## src/rtl/alu_issue_seq.sv

```systemverilog
// -----------------------------------------------------------------------------
// alu_issue_seq
//
// Issue sequencer for the data-processing ALU. Takes one decoded ARM
// data-processing instruction at a time, fetches Rs when the instruction uses
// a register-specified shift, rewrites that shift into an immediate-shift form
// the combinational alu understands, evaluates the condition code against the
// committed CPSR flags, and hands the result to the register-file writeback
// port. The NZCV flags are owned and committed here.
//
// Sequence: IDLE -> (RS_FETCH) -> EXEC -> WB -> IDLE. One instruction in flight.
//
// Ports
//   clk, reset_n              clock, asynchronous active-low reset
//   in_valid/in_ready         decode handshake; in_ready high only in IDLE
//   in_inst/in_rn_val/in_rm_val  instruction word and Rn/Rm operand values
//   rs_rd_en/rs_rd_addr       Rs read request (one cycle, in RS_FETCH)
//   rs_rd_data                Rs value, sampled on the edge closing RS_FETCH
//   alu_inst/alu_regA/alu_regB   operands presented to the alu
//   alu_out/alu_nzcv/alu_upd_cpsr/alu_ign_c   alu results
//   wb_valid/wb_ready         writeback handshake
//   wb_we/wb_rd/wb_data       writeback enable, destination index, data
//   cpsr_nzcv                 committed {N,Z,C,V}
//
// Optional feature (macro ALU_SEQ_STATS_EN):
//   adds stat_retired[31:0] and stat_cond_fail[31:0], counting WB handshakes
//   and condition-failed retirements. Both wrap and reset to zero.
// -----------------------------------------------------------------------------
module alu_issue_seq (
    input  logic        clk,
    input  logic        reset_n,
    input  logic        in_valid,
    output logic        in_ready,
    input  logic [31:0] in_inst,
    input  logic [31:0] in_rn_val,
    input  logic [31:0] in_rm_val,
    output logic        rs_rd_en,
    output logic [3:0]  rs_rd_addr,
    input  logic [31:0] rs_rd_data,
    output logic [31:0] alu_inst,
    output logic [31:0] alu_regA,
    output logic [31:0] alu_regB,
    input  logic [31:0] alu_out,
    input  logic [3:0]  alu_nzcv,
    input  logic        alu_upd_cpsr,
    input  logic        alu_ign_c,
    output logic        wb_valid,
    input  logic        wb_ready,
    output logic        wb_we,
    output logic [3:0]  wb_rd,
    output logic [31:0] wb_data,
    output logic [3:0]  cpsr_nzcv
`ifdef ALU_SEQ_STATS_EN
    ,
    output logic [31:0] stat_retired,
    output logic [31:0] stat_cond_fail
`endif
);

    typedef enum logic [1:0] {
        ST_IDLE     = 2'd0,
        ST_RS_FETCH = 2'd1,
        ST_EXEC     = 2'd2,
        ST_WB       = 2'd3
    } state_t;

    localparam logic [1:0] SH_LSL = 2'b00;
    localparam logic [1:0] SH_LSR = 2'b01;
    localparam logic [1:0] SH_ASR = 2'b10;

    state_t      state_q, state_d;
    logic [31:0] inst_q, inst_d;
    logic [31:0] rn_q, rn_d;
    logic [31:0] rm_q, rm_d;
    logic [7:0]  amt_q, amt_d;
    logic        wb_valid_q, wb_valid_d;
    logic        wb_we_q, wb_we_d;
    logic [3:0]  wb_rd_q, wb_rd_d;
    logic [31:0] wb_data_q, wb_data_d;
    logic [3:0]  cpsr_q, cpsr_d;

    // Only the low byte of Rs is a shift amount.
    logic unused_rs_hi;
    assign unused_rs_hi = ^rs_rd_data[31:8];

    // ------------------------------------------------------------------
    // Instruction field decode of the latched instruction
    // ------------------------------------------------------------------
    logic       reg_shift;
    logic [3:0] opcode;
    logic       is_test_op;
    logic       is_arith_op;
    logic       is_logic_op;

    assign reg_shift   = !inst_q[25] && inst_q[4];
    assign opcode      = inst_q[24:21];
    assign is_test_op  = (opcode[3:2] == 2'b10);
    assign is_arith_op = ((opcode >= 4'd2) && (opcode <= 4'd7)) ||
                         (opcode == 4'd10) || (opcode == 4'd11);
    assign is_logic_op = !is_arith_op;

    // ------------------------------------------------------------------
    // Shift-field rewrite and sequencer carry override.
    // A register shift is turned into an immediate shift; amounts the
    // immediate encoding cannot express (0 and >=32) are resolved here by
    // substituting regB and/or supplying the shifter carry directly.
    // ------------------------------------------------------------------
    logic c_ovr_en;
    logic c_ovr_val;

    always_comb begin
        alu_inst  = inst_q;
        alu_regA  = rn_q;
        alu_regB  = rm_q;
        c_ovr_en  = 1'b0;
        c_ovr_val = 1'b0;
        if (reg_shift) begin
            alu_inst[4] = 1'b0;
            if (amt_q == 8'd0) begin
                // LSL #0 pass-through; the shifter carry is the old C.
                alu_inst[11:5] = 7'd0;
                c_ovr_en       = 1'b1;
                c_ovr_val      = cpsr_q[1];
            end else if (amt_q < 8'd32) begin
                alu_inst[11:7] = amt_q[4:0];
            end else begin
                case (inst_q[6:5])
                    SH_LSL, SH_LSR: begin
                        alu_regB       = 32'd0;
                        alu_inst[11:5] = 7'd0;
                        c_ovr_en       = 1'b1;
                        if (amt_q == 8'd32)
                            c_ovr_val = (inst_q[6:5] == SH_LSL) ? rm_q[0] : rm_q[31];
                        else
                            c_ovr_val = 1'b0;
                    end
                    SH_ASR: begin
                        alu_regB       = {32{rm_q[31]}};
                        alu_inst[11:5] = 7'd0;
                        c_ovr_en       = 1'b1;
                        c_ovr_val      = rm_q[31];
                    end
                    default: begin
                        // ROR by a multiple of 32 leaves the value intact,
                        // but the carry is still bit 31.
                        if (amt_q[4:0] == 5'd0) begin
                            alu_inst[11:5] = 7'd0;
                            c_ovr_en       = 1'b1;
                            c_ovr_val      = rm_q[31];
                        end else begin
                            alu_inst[11:7] = amt_q[4:0];
                        end
                    end
                endcase
            end
        end
    end

    // ------------------------------------------------------------------
    // Condition evaluation against the committed flags
    // ------------------------------------------------------------------
    logic cond_pass;

    always_comb begin
        cond_pass = 1'b0;
        case (inst_q[31:28])
            4'h0: cond_pass = cpsr_q[2];
            4'h1: cond_pass = !cpsr_q[2];
            4'h2: cond_pass = cpsr_q[1];
            4'h3: cond_pass = !cpsr_q[1];
            4'h4: cond_pass = cpsr_q[3];
            4'h5: cond_pass = !cpsr_q[3];
            4'h6: cond_pass = cpsr_q[0];
            4'h7: cond_pass = !cpsr_q[0];
            4'h8: cond_pass = cpsr_q[1] && !cpsr_q[2];
            4'h9: cond_pass = !cpsr_q[1] || cpsr_q[2];
            4'hA: cond_pass = (cpsr_q[3] == cpsr_q[0]);
            4'hB: cond_pass = (cpsr_q[3] != cpsr_q[0]);
            4'hC: cond_pass = !cpsr_q[2] && (cpsr_q[3] == cpsr_q[0]);
            4'hD: cond_pass = cpsr_q[2] || (cpsr_q[3] != cpsr_q[0]);
            4'hE: cond_pass = 1'b1;
            default: cond_pass = 1'b0;
        endcase
    end

    // ------------------------------------------------------------------
    // Flag merge. The override only replaces the shifter carry, so it is
    // used for logical opcodes; arithmetic opcodes take the adder carry.
    // ------------------------------------------------------------------
    logic c_new;
    logic v_new;

    always_comb begin
        if (c_ovr_en && is_logic_op)
            c_new = c_ovr_val;
        else if (alu_ign_c)
            c_new = cpsr_q[1];
        else
            c_new = alu_nzcv[1];
        v_new = is_arith_op ? alu_nzcv[0] : cpsr_q[0];
    end

    // ------------------------------------------------------------------
    // Next-state logic
    // ------------------------------------------------------------------
    always_comb begin
        state_d    = state_q;
        inst_d     = inst_q;
        rn_d       = rn_q;
        rm_d       = rm_q;
        amt_d      = amt_q;
        wb_valid_d = wb_valid_q;
        wb_we_d    = wb_we_q;
        wb_rd_d    = wb_rd_q;
        wb_data_d  = wb_data_q;
        cpsr_d     = cpsr_q;
        case (state_q)
            ST_IDLE: begin
                if (in_valid) begin
                    inst_d  = in_inst;
                    rn_d    = in_rn_val;
                    rm_d    = in_rm_val;
                    state_d = (!in_inst[25] && in_inst[4]) ? ST_RS_FETCH : ST_EXEC;
                end
            end
            ST_RS_FETCH: begin
                amt_d   = rs_rd_data[7:0];
                state_d = ST_EXEC;
            end
            ST_EXEC: begin
                wb_data_d  = alu_out;
                wb_rd_d    = inst_q[15:12];
                wb_valid_d = 1'b1;
                wb_we_d    = cond_pass && !is_test_op;
                if (cond_pass && alu_upd_cpsr)
                    cpsr_d = {alu_nzcv[3], alu_nzcv[2], c_new, v_new};
                state_d = ST_WB;
            end
            default: begin
                if (wb_ready) begin
                    wb_valid_d = 1'b0;
                    state_d    = ST_IDLE;
                end
            end
        endcase
    end

    always_ff @(posedge clk or negedge reset_n) begin
        if (!reset_n) begin
            state_q    <= ST_IDLE;
            inst_q     <= 32'd0;
            rn_q       <= 32'd0;
            rm_q       <= 32'd0;
            amt_q      <= 8'd0;
            wb_valid_q <= 1'b0;
            wb_we_q    <= 1'b0;
            wb_rd_q    <= 4'd0;
            wb_data_q  <= 32'd0;
            cpsr_q     <= 4'd0;
        end else begin
            state_q    <= state_d;
            inst_q     <= inst_d;
            rn_q       <= rn_d;
            rm_q       <= rm_d;
            amt_q      <= amt_d;
            wb_valid_q <= wb_valid_d;
            wb_we_q    <= wb_we_d;
            wb_rd_q    <= wb_rd_d;
            wb_data_q  <= wb_data_d;
            cpsr_q     <= cpsr_d;
        end
    end

    assign in_ready   = (state_q == ST_IDLE);
    assign rs_rd_en   = (state_q == ST_RS_FETCH);
    assign rs_rd_addr = inst_q[11:8];
    assign wb_valid   = wb_valid_q;
    assign wb_we      = wb_we_q;
    assign wb_rd      = wb_rd_q;
    assign wb_data    = wb_data_q;
    assign cpsr_nzcv  = cpsr_q;

`ifdef ALU_SEQ_STATS_EN
    // Retirement statistics, counted on the writeback handshake.
    logic        cond_fail_q, cond_fail_d;
    logic [31:0] stat_retired_q, stat_retired_d;
    logic [31:0] stat_cond_fail_q, stat_cond_fail_d;

    always_comb begin
        cond_fail_d      = cond_fail_q;
        stat_retired_d   = stat_retired_q;
        stat_cond_fail_d = stat_cond_fail_q;
        if (state_q == ST_EXEC)
            cond_fail_d = !cond_pass;
        if ((state_q == ST_WB) && wb_ready) begin
            stat_retired_d = stat_retired_q + 32'd1;
            if (cond_fail_q)
                stat_cond_fail_d = stat_cond_fail_q + 32'd1;
        end
    end

    always_ff @(posedge clk or negedge reset_n) begin
        if (!reset_n) begin
            cond_fail_q      <= 1'b0;
            stat_retired_q   <= 32'd0;
            stat_cond_fail_q <= 32'd0;
        end else begin
            cond_fail_q      <= cond_fail_d;
            stat_retired_q   <= stat_retired_d;
            stat_cond_fail_q <= stat_cond_fail_d;
        end
    end

    assign stat_retired   = stat_retired_q;
    assign stat_cond_fail = stat_cond_fail_q;
`endif

endmodule

```

## config.mk

```make
export PLATFORM = sky130hd
export DESIGN_NAME = alu_issue_seq
export DESIGN_NICKNAME = d
export VERILOG_FILES = /design/src/rtl/alu_issue_seq.sv
export SDC_FILE = /design/constraint.sdc
export NUM_CORES = 1
export LEC_CHECK = 0
export ABC_AREA = 1
export CAP_MARGIN = 25
export CELL_PAD_IN_SITES_DETAIL_PLACEMENT = 0
export CELL_PAD_IN_SITES_GLOBAL_PLACEMENT = 1
export CORE_MARGIN = 1.5
export CORE_UTILIZATION = 32
export DETAILED_ROUTE_END_ITERATION = 8
export PLACE_DENSITY_LB_ADDON = 0.1
export SLEW_MARGIN = 20
export SYNTH_ARGS = -nofsm -noshare
export SYNTH_HDL_FRONTEND = slang
export SYNTH_SLANG_ARGS = --single-unit
```

## constraint.sdc

```tcl
create_clock -name clk -period 5.5 [get_ports clk]
set_clock_uncertainty 0.2 [all_clocks]
set_input_delay 1.65 -clock clk [delete_from_list [all_inputs] [get_ports clk]]
set_output_delay 1.65 -clock clk [all_outputs]
set_load 0.05 [all_outputs]
```

==> out/metrics.csv <==
stage,metric,value,unit
timing,drv_slew,0,
logic_synthesis,syn_area_per_cell,10.11,um2
timing,rsz0062_at_grt,false,
routing,ant_nets,0,
logic_synthesis,synth-edff-count,0,
final_layout,drive_gt1_frac,0.1523,
place,io_buffers,289,
final_layout,area_delta_synth_final,53.92,%
routing,via_per_inst,4.498,
routing,drt_pass1_iterations,4,
logic_synthesis,synthTopCellsByArea,"dfrtp_1, mux2_2, nand2_1, buf_4, inv_1",
logic_synthesis,synthCells,653,
timing,setup_viol,0,
clock_network,cts_tree,built,
routing,dr_total_vias,5380,
die,die_h,146.6,um
global_routing,grt_pass1_vias,5643,
worst_setup_path,crit_slowest_cell,clkdlybuf4s50_1,
clock_network,cts_setup_buffers,0,
die,fp.coreArea,20230,um2
global_routing,grt_usage,0.1762,
die,die_w,146.6,um
logic_synthesis,syn_area,6599,um2
place,dpl.hpwl,13.37,mm
logic_synthesis,synth.ff_latch_count,148,
place,gp_congestion,0.8557,
logic_synthesis,yosys_warnings,0,
run_status,outcome,"finished, final reports clean",
logic_synthesis,syn_nets,827,
clock_network,cts.repair.resized,0,
worst_setup_path,crit_chain,"nor2_8, nand3_2, nand2_2, a21oi_1, clkdlybuf4s50_1",
logic_synthesis,yosys-top-cells-count,"nand2_1, dfrtp_1, mux2_2, buf_4, inv_1",
global_routing,antenna_found_initial,0,
logic_synthesis,yosys.area.top_type_share,0.5612,
routing,drcViolationCount,0,
clock_network,numCtsBuffers,17,
final_layout,diodes,0,
logic_synthesis,yosysMostFrequentCell,nand2_1,
logic_synthesis,synth-seq-area-share,0.5612,
clock_network,cts.sinks,148,
die,dieArea,21490,um2
job,drv_cap,0,
logic_synthesis,ys_types,26,
routing,dr.first_iter.drc_count,156,
clock_network,cts-hold-fix-buffers,0,
logic_synthesis,synthFlopType,dfrtp_1,
timing,period_minus_slack,4647,ps
timing,min_period_over_period,0.8450,
logic_synthesis,async_flop_share,1.000,
worst_setup_path,critical_path_class,reg2out,
timing,max_freq,215.2,MHz
global_routing,grt_max_degree,88,
clock_network,clock_path_buffers,2,
clock_network,clkLatencyLatePin,410,ps
worst_setup_path,cp-end-kind,output port,
worst_hold_path,hold_class,reg2reg,
clock_network,h-tree-depth,4,
timing,hold_viol_final,0,
global_routing,grt_pass1_wl,29.42,mm
clock_network,root_buffer,clkbuf_16,
routing,routedWlPerCell,15.42,um
die,row_count,52,
routing,wirelength,18.44,mm
clock_network,clk_pin_slew,70,ps
timing,slew-limit-headroom,0.3801,
die,start_util,0.3261,
worst_setup_path,crit_fanout,33,
timing,tns,0,ps
worst_setup_path,setup.worst_path.start_class,flop,
die,io-pin-count,314,
worst_setup_path,arrival,2800,ps
worst_setup_path,cpPeakStageDelay,710,ps
worst_setup_path,worstPathRequired,3650,ps
global_routing,grt_overflow_total,0,
timing,worst_slew_pin_slew,929.8,ps
logic_synthesis,synth_largest_area_cell,dfrtp_1,
final_layout,nets,1087,
==> final timing paths <==
check / startpoint / end / slack (ps) / cells past startpoint
min reg2reg: wb_data[22] / wb_data[22] / 270 / 2
max reg2reg: state_q[0] / alu_regA[6] / 2870 / 5
max in group asynchronous: reset_n / rm_q[1] / 3010 / 2
max: inst_q[25] / alu_inst[5] / 850 / 5
min in group asynchronous: reset_n / wb_data[17] / 1110 / 1
min: wb_data[22] / wb_data[22] / 270 / 2
==> per-stage QoR <==
stage            util  instance area [um2]  setup slack (ps)  hold WS, ps  cells
2_1_floorplan       -                 6599              2116        265.5    653
3_3_place_gp   0.4725                 9560              1262        253.4   1164
3_5_place_dp   0.4725                 9560              1226        257.6   1164
4_1_cts        0.5020                10160             769.3        272.8   1196
5_1_grt        0.5020                10160             646.5        291.2   1196
6_report       0.5020                10160             852.6        268.1   1196
==> cells by family (layout without fill, tap and decap cells) <==
| group | after synthesis | in the layout | synth area share |
|---|---|---|---|
| buf+inv | 83 | 356 | 0.06693 |
| flops | 148 | 148 | 0.5612 |
| simple gates | 298 | 298 | 0.1849 |
| compound gates | 28 | 28 | 0.02238 |
| fa+ha+maj | 4 | 4 | 0.007585 |
| mux | 92 | 92 | 0.1570 |
==> area by class of cell <==
class	instances	area (um2)
sequential	148	3704
clock inverter	14	167.7
timing repair buffer	295	2952
multi-input combinational	422	2459
inverter	29	108.9
clock buffer	18	429.2
fill	1850	10080
tap	270	337.8
==> layout by cell type (no fill, tap or decap), types with 3 or more instances in the layout <==
master | synthesis | layout
a21oi_1 | 18 | 18
inv_1 | 27 | 27
dfrtp_1 | 148 | 148
inv_6 | 0 | 4
nand3_2 | 4 | 4
inv_8 | 0 | 3
ha_1 | 4 | 4
nand2_1 | 238 | 238
nand4_1 | 5 | 5
o21ai_0 | 7 | 7
clkinv_4 | 0 | 3
nand3_1 | 17 | 17
clkdlybuf4s50_1 | 0 | 288
buf_4 | 28 | 5
mux2_2 | 90 | 90
nor2_1 | 26 | 26
clkbuf_16 | 0 | 17
==> sequential cells by signal, summed over array words and instances, names as in the netlist <==
register	flops
rm_q	32
wb_we	1
wb_rd	4
state_q	2
amt_q	8
wb_data	32
cpsr_nzcv	4
wb_valid	1
inst_q	32
alu_regA	32
==> critical path, delay by kind of cell, from the launching register on <==
family          cells  cell delay, ps
flops               1             470
simple gates        3            1100
compound gates      1              90
buf+inv             1             710
==> per-layer routing <==
| metal | part of all wire | up-vias | track usage |
|---|---|---|---|
| li1 | - | 2583 | - |
| met1 | 0.39 | 2576 | 0.2016 |
| met2 | 0.49 | 194 | 0.2917 |
| met3 | 0.091 | 27 | 0.07594 |
| met4 | 0.025 | 0 | 0.06515 |
| met5 | 0 | - | 0 |
Power is not shown: default switching activity piles up to over one toggle a cycle in this logic, so the estimate is an artifact.
